==> config.mk <==
export PLATFORM = sky130hd
export DESIGN_NAME = alu
export DESIGN_NICKNAME = d
export VERILOG_FILES = /design/src/rtl/alu_pkg.sv /design/src/rtl/alu_if.sv /design/src/rtl/alu_core.sv /design/src/rtl/alu.sv
export SDC_FILE = /design/constraint.sdc
export NUM_CORES = 1
export LEC_CHECK = 0
export BUFFER_PORTS_ARGS = -buffer_cell sky130_fd_sc_hd__buf_4
export CAP_MARGIN = 20
export CORE_UTILIZATION = 50
export CTS_CLUSTER_SIZE = 14
export DETAILED_ROUTE_END_ITERATION = 8
export PLACE_DENSITY = 0.76
export RECOVER_POWER = 25
export SYNTH_ARGS = -nofsm -noshare
export SYNTH_HDL_FRONTEND = slang
export SYNTH_HIERARCHICAL = 1
export SYNTH_SLANG_ARGS = --single-unit
==> constraint.sdc <==
create_clock -name clk -period 3.2 [get_ports clk]
set_input_delay 0.16 -clock clk [delete_from_list [all_inputs] [get_ports clk]]
set_output_delay 0.16 -clock clk [all_outputs]
set_load 0.05 [all_outputs]
==> src/rtl/alu_pkg.sv <==
// Shared ALU definitions: opcode encodings, default width and a width helper.
// Pure package with no logic or latency.
// No flow control: the ALU computes a result every cycle.
package alu_pkg;

  // Operation select encodings; the numeric values are the external s codes.
  typedef enum logic [2:0] {
    OP_ADD = 3'b000,
    OP_SUB = 3'b001,
    OP_AND = 3'b010,
    OP_OR  = 3'b011,
    OP_XOR = 3'b100,
    OP_SLL = 3'b101,
    OP_SRL = 3'b110,
    OP_SLT = 3'b111
  } alu_op_e;

  localparam int unsigned ALU_DEF_WIDTH = 32;

  // Width of the shift-amount field taken from the low bits of b.
  // A one-bit datapath still gets a one-bit field so the slice stays legal.
  function automatic int unsigned shamt_bits(input int unsigned w);
    return (w > 1) ? $clog2(w) : 1;
  endfunction

endpackage

==> src/rtl/alu_if.sv <==
// Operand/result bundle between the ALU register stage and its datapath.
// Purely combinational wiring, zero latency.
// No backpressure: operands and result are valid every cycle.
interface alu_if #(
  parameter int WIDTH = 32
);

  logic [WIDTH-1:0] a;
  logic [WIDTH-1:0] b;
  logic [2:0]       s;
  logic [WIDTH-1:0] result;

  // Side that supplies operands and consumes the result.
  modport master (
    output a,
    output b,
    output s,
    input  result
  );

  // Side that computes the result from the operands.
  modport slave (
    input  a,
    input  b,
    input  s,
    output result
  );

endinterface

==> src/rtl/alu_core.sv <==
// Combinational ALU datapath: add/sub, bitwise logic, logical shifts, signed compare.
// Zero latency; the caller registers the result.
// No backpressure; result follows the operands every cycle.
module alu_core
  import alu_pkg::*;
#(
  parameter int WIDTH = ALU_DEF_WIDTH
) (
  alu_if.slave bus
);

  localparam int SHW = shamt_bits(WIDTH);

  logic [SHW-1:0]   w_shamt;
  logic             w_lt;
  logic [WIDTH-1:0] w_result;

  // Only the low bits of b steer the shifter; upper bits are ignored.
  assign w_shamt = bus.b[SHW-1:0];

  // Two's-complement ordering for the set-less-than operation.
  assign w_lt = ($signed(bus.a) < $signed(bus.b));

  // Operation mux; zero default keeps it latch-free and gives a defined
  // result even for an unknown select.
  always_comb begin
    w_result = '0;
    case (bus.s)
      OP_ADD:  w_result = bus.a + bus.b;
      OP_SUB:  w_result = bus.a - bus.b;
      OP_AND:  w_result = bus.a & bus.b;
      OP_OR:   w_result = bus.a | bus.b;
      OP_XOR:  w_result = bus.a ^ bus.b;
      OP_SLL:  w_result = bus.a << w_shamt;
      OP_SRL:  w_result = bus.a >> w_shamt;
      OP_SLT:  w_result = {{(WIDTH-1){1'b0}}, w_lt};
      default: w_result = '0;
    endcase
  end

  assign bus.result = w_result;

endmodule

==> src/rtl/alu.sv <==
// Registered ALU: out at edge N+1 is the result of a, b, s sampled at edge N.
// One-cycle latency; synchronous active-low rst forces out to zero.
// No handshake or enable: out updates on every clock while out of reset.
module alu
  import alu_pkg::*;
#(
  parameter int WIDTH = ALU_DEF_WIDTH
) (
  input  logic             clk,
  input  logic [WIDTH-1:0] a,
  input  logic [WIDTH-1:0] b,
  input  logic [2:0]       s,
  output logic [WIDTH-1:0] out,
  input  logic             rst
);

  logic [WIDTH-1:0] r_out;

  alu_if #(.WIDTH(WIDTH)) w_bus ();

  assign w_bus.a = a;
  assign w_bus.b = b;
  assign w_bus.s = s;

  alu_core #(
    .WIDTH(WIDTH)
  ) u_core (
    .bus(w_bus.slave)
  );

  // Result register; reset wins over any operation and leaves no residue.
  always_ff @(posedge clk) begin
    if (!rst) begin
      r_out <= '0;
    end else begin
      r_out <= w_bus.result;
    end
  end

  assign out = r_out;

endmodule

Word-level counts from Yosys, hierarchy flattened
Cells that the tools add are included.
{ "word_totals": {"input_bits": 69, "reg_bits": 32, "output_inout_bits": 32} }
{ "classes": {"shifts": 2, "bitwise_logic": 3, "reduce_logical": 1, "order_cmp": 1, "eq_ne": 7, "n_mux": 1, "addsub": 2} }
{ "ops": {"columns": ["cell", "n"], "rows": [
  ["case mux 32 bit (8 select lines)", 1],
  ["adder 32 bit", 1],
  ["AND 32 bit", 1],
  ["less-than comparator 32 bit", 1],
  ["OR 32 bit", 1],
  ["<< shifter 32 x 5 -> 32 bit", 1],
  ["right shift 32 x 5 -> 32 bit", 1],
  ["subtractor 32 bit", 1],
  ["bitwise XOR 32 bit", 1],
  ["== test 3 bit (second input constant)", 4],
  ["== test 3 x 2 -> 1 bit (second input constant)", 2],
  ["== test 3 x 1 -> 1 bit (second input constant)", 1],
  ["zero test 3 bit", 1]
]} }

Depth between registers and ports, before layout
Gate-level depths: netlist (run 1).
{ "logic_depth": {"depth_word": 2, "mapped_depth": 15, "mapped_depth_nobuf": 13} }

Modules after synthesis
Netlist (run 1), hierarchy kept.
{ "by_module_without_submodules": {"columns": ["module", "cells_each", "n_inst", "area_per_inst_um2"], "rows": [
  ["alu_core", 1218, 1, 8179.1],
  ["alu", 67, 1, 895.9]
]} }

Worst setup path before layout (run 1)
No wires, ideal clock.
{ "synth_path": {"path_type": "input to register", "start": "input b[2]", "end": "register r_out[27], in the netlist out[27]", "setup_ns": 0.116, "stages": 15, "required_ns": 3.084, "n_path_buf": 3, "t_arrival_ns": 3.418, "setup_slack_ns": -0.334, "path_cell_list": "inv_2 > buf_1 > buf_1 > ha_1 > buf_2 > clkinv_1 > o221ai_2 > a211oi_2 > a31oi_4 > o41ai_4 > a31oi_2 > xnor2_1 > o22ai_1 > or3_1 > and2_2"} }
{ "synth_via": {"elab_chain_cells": 2, "word_cells_on_any_way": 5, "cone_classes": "add/sub (2); shift (2); mux (1)"} }
{ "synth_lines": {"columns": ["element", "line_no", "source"], "rows": [
  ["start: declaration", "alu.sv:11", "input logic [WIDTH-1:0] b,"],
  ["subtractor 32 bit (tied with other cells)", "alu_core.sv:30", "OP_SUB: w_result = bus.a - bus.b;"],
  ["case mux 32 bit (8 select lines) *", "alu_core.sv:28", "case (bus.s)"],
  ["named net w_bus.result[27]", "alu_if.sv:11", "logic [WIDTH-1:0] result;"],
  ["end signal: assignment", "alu.sv:36", "r_out <= w_bus.result;"],
  ["end: declaration", "alu.sv:17", "logic [WIDTH-1:0] r_out;"]
]} }
Mark *: on every way through the listed nets, which the timed path passes. The rest lies on a longest branch.
A chain may end at the register's enable or synchronous reset.

Final worst setup path (run 1)
{ "layout_path": {"start": "input b[1]", "end": "register r_out[24], in the netlist out[24]"} }
The elaborated chain is that of the path after synthesis.

==> out/results.txt, run 1 <==
status = finished, violations left
failing checks = design-rule violations
Max stage delay on crit path = 0.43 ns
Syn Inst Count = 1285
worst vdd ir = 0.0004498 V
pre-CTS setup slack = -0.1106 ns
post-synthesis async set-or-reset flop share = 0
area leader, netlist = ha_1
top cells by area, synth = ha_1, mux4_2, dfxtp_1
Crit. End Element = flop
crit share post-route = 0.9891
Die W = 136.7 µm
nets = 1598
grt total ovfl = 0
TritonCTS clock tree = yes
Post-Synth Simple-Gate Area = 0.2154
crit path launch type = input pin
Max FO, Critical Path = 4
setup repair bufs after CTS = 0
num ports = 101
post-synthesis xor/xnor area fraction = 0.02413
commonest non-fill, non-tap cells in the layout = buf_4, nor2_1, a21oi_1, inv_1, ha_1
CP required = 3.43 ns
data arrival time of the critical path = 3.40 ns
Post-Synth Adder-Cell Area = 0.1393
DR vias = 11.12k
cell chain of the critical path = buf_4 > inv_1 > buf_4 > fa_1 > nand2b_1 > a21oi_1 > o22a_1 > o21a_1 > nor3_1 > o31ai_1 > buf_4 > a211oi_1 > mux2_1 > o22ai_1 > and2_2
Max Freq = 0.3159 GHz
Synth Area in Compound Gates = 0.3116
leakage = 4.903 nW
Synth Area per Inst = 7.062 µm²
H-tree lvl count = 2
Buffers on Ports = 100
max reg flops = 32
Most used DFF post-synth = dfxtp_1
Antenna diodes = 0
hold_ws = 0.3236 ns
post-synthesis mux area share = 0.1501
max_cap viols = 0
DR vias/cell = 6.716
largest family of logic cells by synthesized area = compound AO/OA/AOI/OAI gates
Post-DRT Antenna Nets = 0
CP Class = input pin to flop
Final Hold Fails = 0
Pwr per Cell Area = 291.2 mW/mm²
yosys warns = 6
Initial Util = 0.5175
Synthesized Nets = 1453
Clock Path Buffers = 2
Pre-antenna DRT Iters = 9
post_cts resized = 0
synth-to-layout area growth = 19.27%
# DRC = 12
GP Congestion = 1.037
Slew @ Worst Pin = 0.7730 ns
largest net degree at the start of global routing = 70
EDFF count, synth = 0
Core ar. = 0.01754 mm²
CTS Hold Bufs = 0
die area = 0.01869 mm²
WL per Instance = 24.10 µm
GRT Resource Usage Total = 0.4283
Design Area, Final = 0.01082 mm²
most frequent CP cell = buf_4
layout cell share with drive strength beyond 1 = 0.2285
Setup-failing EPs final = 0
Worst slew margin = 0.4713
RSZ-0062 raised after global routing = no
Placed Area = 0.01072 mm²
Num CTS Buffers = 5
max-slew violations = 0
vias in the first global route = 9984
most common cell after layout, fill and taps aside = buf_4
Final WS setup = 0.03491 ns
Min Clock Period, post-route = 3.165 ns
initial antenna violation count = 2
WL final = 39910 µm
Die H = 136.7 µm
clock-pin slew on the worst setup and hold paths = 0.07 ns
row cnt = 48
dpl hpwl = 31710 µm
first-pass GRT wire length = 59600 µm
sequential fraction of the synthesis area = 0.07059
Distinct cells, synth = 85
Mapped Area = 0.009075 mm²
Num Clock Sinks = 32
CTS root buffer = clkbuf_16
CP max-delay cell = fa_1
Synth top area share = 0.1337
Yosys reg bits = 32
Iter 0 DRT Violations = 2188
min-delay worst type = input pin to flop
per-layer routing:
layer  global-route usage  vias up  share of wire
li1                     -     4985              -
met1               0.5963     5128           0.40
met2               0.6258      888           0.40
met3               0.1326      119           0.16
met4               0.1259        2          0.034
met5                    0        -        0.00035
cell families after synthesis:
logic type      after synthesis
simple gates                417
flops                        32
buf+inv                     198
fa+ha+maj                   100
xor+xnor                     25
compound gates              424
mux                          89
report_power, final:
| group | switching, mW | internal (mW) |
|---|---|---|
| registers | 0.0154 | 0.438 |
| logic | 1.32 | 0.813 |
| clock network | 0.198 | 0.366 |
cells in the mapped netlist (all sizes together) (22+ instances only):
master / n
a21oi: 126
a211oi: 24
nand2: 94
o21ai: 88
nor2: 168
buf: 42
nor3: 26
o211ai: 22
mux2i: 45
inv: 101
dfxtp: 32
ha: 97
and2: 34
mux4: 37
nand3: 24
clkbuf: 52
worst max-delay path, delay by kind of cell:
| family | cells | cell delay (ns) |
|---|---|---|
| buffers and inverters | 4 | 0.49 |
| AOI/OAI and AO/OA | 6 | 1.49 |
| and+or+nand+nor | 3 | 0.52 |
| adders and majority gates | 1 | 0.43 |
| muxes | 1 | 0.30 |
final timing paths:
kind | cells past startpoint | endpoint | startpoint
setup / recovery | 15 | out[24] | b[1]
hold / removal | 2 | out[0] | rst
area by class of cell:
class | instances | area (µm²)
clock buffers | 5 | 125.1
clock inverters | 3 | 42.54
fillers | 1706 | 6713
inverters | 104 | 390.4
multi-input cells | 1055 | 7637
flip-flops and latches | 32 | 640.6
well taps | 225 | 281.5
repair buffers | 232 | 1707
stage by stage:
stage / std cells / setup TNS [ns] / utilization / total power, mW
floorplan: 1285 / 0 / - / 1.732
global placement: 1648 / -0.07707 / 0.6111 / 2.510
detailed placement: 1648 / -0.2923 / 0.6111 / 2.523
CTS: 1656 / 0 / 0.6206 / 3.093
global route: 1656 / 0 / 0.6172 / 3.294
finish: 1656 / 0 / 0.6172 / 3.152
Note: power is estimated with default switching activity, not from simulation.
==> run 2, diff against run 1 <==
--- a/config.mk
+++ b/config.mk
@@ -10,9 +10,9 @@
 export CORE_UTILIZATION = 50
 export CTS_CLUSTER_SIZE = 14
 export DETAILED_ROUTE_END_ITERATION = 8
-export PLACE_DENSITY = 0.76
+export PLACE_DENSITY = 0.77
 export RECOVER_POWER = 25
+export SETUP_SLACK_MARGIN = 0.5
 export SYNTH_ARGS = -nofsm -noshare
 export SYNTH_HDL_FRONTEND = slang
-export SYNTH_HIERARCHICAL = 1
 export SYNTH_SLANG_ARGS = --single-unit
==> run 2 against run 1 <==
The flow now finishes without violations. Worst setup slack improved by 0.48 ns. Core utilization barely moved. Hold slack worse by 0.088 ns. Largest cell class unchanged. Via count grew 4.9%. Critical path depth fell by 2. Sequential share of layout area hardly changed.
==> out/results.txt, run 2 <==
status = finished clean (was finished, violations left)
Slew @ Worst Pin = 1.280 ns (was 0.7730 ns)
TritonCTS clock tree = yes (unchanged)
WL final = 43410 µm (was 39910 µm)
num ports = 101 (unchanged)
Clock Path Buffers = 2 (unchanged)
EDFF count, synth = 0 (unchanged)
Synth top area share = 0.1347 (was 0.1337)
Antenna diodes = 0 (unchanged)
dominant cell by count in the synthesized netlist = nor2_1 (unchanged)
most common cell after layout, fill and taps aside = buf_4 (unchanged)
vias in the first global route = 10.30k (was 9984)
commonest non-fill, non-tap cells in the layout = buf_4, nor2_1, a21oi_1, nand2_1, o21ai_0 (was buf_4, nor2_1, a21oi_1, inv_1, ha_1)
Core ar. = 0.01748 mm² (was 0.01754 mm²)
Initial Util = 0.5156 (was 0.5175)
top cells by instance count after synthesis = nor2_1, a21oi_1, nand2_1, o21ai_0, ha_1 (was nor2_1, a21oi_1, ha_1, inv_1, nand2_1)
grt total ovfl = 0 (unchanged)
Synthesized Nets = 1512 (was 1453)
CP Class = input pin to flop (unchanged)
Critical Path Start = a[0] (was b[1])
# DRC = 0 (was 12)
Num CTS Buffers = 5 (unchanged)
layout cell share with drive strength beyond 1 = 0.1909 (was 0.2285)
nets = 1614 (was 1598)
crit path capture = out[0] (was out[24])
fin cells = 1671 (was 1656)
Setup TNS = 0 ns (unchanged)
clock-pin slew on the worst setup and hold paths = 0.06 ns (was 0.07 ns)
GRT Resource Usage Total = 0.4571 (was 0.4283)
Design Area, Final = 0.01079 mm² (was 0.01082 mm²)
dpl cells = 1651 (was 1648)
RSZ-0062 raised after global routing = yes (was no)
Setup-failing EPs final = 0 (unchanged)
Distinct cells, synth = 76 (was 85)
CP required = 3.37 ns (was 3.43 ns)
Synth Area per Inst = 6.705 µm² (was 7.062 µm²)
Worst slew margin = 0.1397 (was 0.4713)
worst vdd ir = 0.0001931 V (was 0.0004498 V)
H-tree lvl count = 2 (unchanged)
WL per Instance = 25.98 µm (was 24.10 µm)
yosys warns = 0 (was 6)
post-synthesis async set-or-reset flop share = 0 (unchanged)
Max Freq = 0.3718 GHz (was 0.3159 GHz)
Final WS setup = 0.5105 ns (was 0.03491 ns)
GP Congestion = 1.072 (was 1.037)
Post-DRT Antenna Nets = 0 (unchanged)
leakage = 4.706 nW (was 4.903 nW)
DR vias = 11.67k (was 11.12k)
Yosys reg bits = 32 (unchanged)
die area = 0.01856 mm² (was 0.01869 mm²)
Min Clock Period, post-route = 2.689 ns (was 3.165 ns)
Most used DFF post-synth = dfxtp_1 (unchanged)
min-delay worst type = input pin to flop (unchanged)
initial antenna violation count = 2 (unchanged)
Pre-antenna DRT Iters = 6 (was 9)
Max FO, Critical Path = 3 (was 4)
Num Clock Sinks = 32 (unchanged)
crit share post-route = 0.8405 (was 0.9891)
cell count of the worst hold path = 2 (unchanged)
top cells by area, synth = ha_1, a21oi_1, dfxtp_1 (was ha_1, mux4_2, dfxtp_1)
max_cap viols = 0 (unchanged)
Iter 0 DRT Violations = 1813 (was 2188)
area leader, netlist = ha_1 (unchanged)
Mapped Area = 0.009011 mm² (was 0.009075 mm²)
data arrival time of the critical path = 2.86 ns (was 3.40 ns)
CTS root buffer = clkbuf_16 (unchanged)
dpl hpwl = 33580 µm (was 31710 µm)
Die W = 136.2 µm (was 136.7 µm)
largest net degree at the start of global routing = 84 (was 70)
Buffers on Ports = 100 (unchanged)
max-slew violations = 0 (unchanged)
Placed Area = 0.01032 mm² (was 0.01072 mm²)
pre-CTS setup slack = 0.04035 ns (was -0.1106 ns)
Crit. End Element = flop (unchanged)
synth-to-layout area growth = 19.70% (was 19.27%)
Pwr per Cell Area = 290.7 mW/mm² (was 291.2 mW/mm²)
row cnt = 48 (unchanged)
sequential fraction of the synthesis area = 0.07109 (was 0.07059)
Syn Inst Count = 1344 (was 1285)
CTS Hold Bufs = 0 (unchanged)
first-pass GRT wire length = 62550 µm (was 59600 µm)
Die H = 136.2 µm (was 136.7 µm)
max reg flops = 32 (unchanged)
Final Hold Fails = 0 (unchanged)
DR vias/cell = 6.983 (was 6.716)
crit path launch type = input pin (unchanged)
-- run 2: cell count changes in the layout (fill, tap and decap cells not counted), moves of 12 or more --
| cell | before | now |
|---|---|---|
| o21ai_0 | 81 | 101 |
| nand2_1 | 94 | 114 |
| a222oi_1 | 19 | 1 |
| o22ai_1 | 17 | 35 |
| a22oi_1 | 18 | 30 |
| and2_2 | 32 | 0 |
| nor2_1 | 167 | 148 |
| buf_4 | 214 | 173 |
| mux4_2 | 37 | 15 |
-- run 2: layout make-up --
type | count | area [µm²]
multi-input combinational | 1110 | 7851
fill | 1667 | 6690
timing repair buffer | 195 | 1464
sequential | 32 | 640.6
inverter | 102 | 396.6
tap | 225 | 281.5
clock buffer | 7 | 152.6
-- run 2: critical path, cell delays in order --
cell	delay, ns
buf_8	0.08
inv_4	0.03
ha_4	0.15
fa_2	0.37
o21bai_4	0.20
a31oi_4	0.11
a21o_1	0.18
a2111o_1	0.47
a221oi_4	0.34
o21ai_1	0.18
o41a_1	0.34
o21ai_1	0.13
o211ai_1	0.11
-- run 2: what timing repair did --
item	CTS	global route
cloned	0	1
gates resized for setup	15	38
setup buffers	7	5
endpoints found under the setup margin	5	17
pin swaps	11	29
-- run 2: stage by stage --
stage	hold WS [ns]	power, mW	utilization
floorplan	0.3673	1.741	-
global placement	0.5351	2.429	0.5903
detailed placement	0.5341	2.436	0.5903
CTS	0.2231	3.012	0.6060
global route	0.2318	3.255	0.6172
finish	0.2352	3.136	0.6172
-- run 2: how the worst min path moves through the flow --
| stage | slack [ns] | start | to |
|---|---|---|---|
| after global routing | 0.23 | rst | out[7] |
| after detailed placement | 0.53 | rst | out[29] |
| after CTS | 0.22 | rst | out[7] |
| after global placement | 0.54 | rst | out[29] |
| after floorplan | 0.37 | rst | out[27] |
| final | 0.24 | rst | out[7] |
-- run 2: power breakdown --
| group | switching (mW) | total [mW] | internal, mW | leakage, nW |
|---|---|---|---|---|
| logic | 1.38 | 2.14 | 0.762 | 4.37 |
| clock network | 0.218 | 0.546 | 0.328 | 0.0760 |
| registers | 0.0126 | 0.453 | 0.441 | 0.265 |
| total | 1.61 | 3.14 | 1.53 | 4.71 |
-- run 2: logic make-up after synthesis --
logic type / synth area share
muxes: 0.1175
adders and majority gates: 0.1402
DFF: 0.07109
xor gates and xnor gates: 0.02430
AOI/OAI and AO/OA: 0.3666
and+or+nand+nor: 0.1904
buffers and inverters: 0.08997
-- run 2: per-layer routing --
| metal | GRT usage | up-vias | wire, µm |
|---|---|---|---|
| met5 | 0 | - | 14 |
| met1 | 0.6357 | 5446 | 17710 |
| met3 | 0.1469 | 158 | 6455 |
| li1 | - | 5148 | - |
| met4 | 0.1549 | 2 | 1761 |
| met2 | 0.6523 | 915 | 17470 |
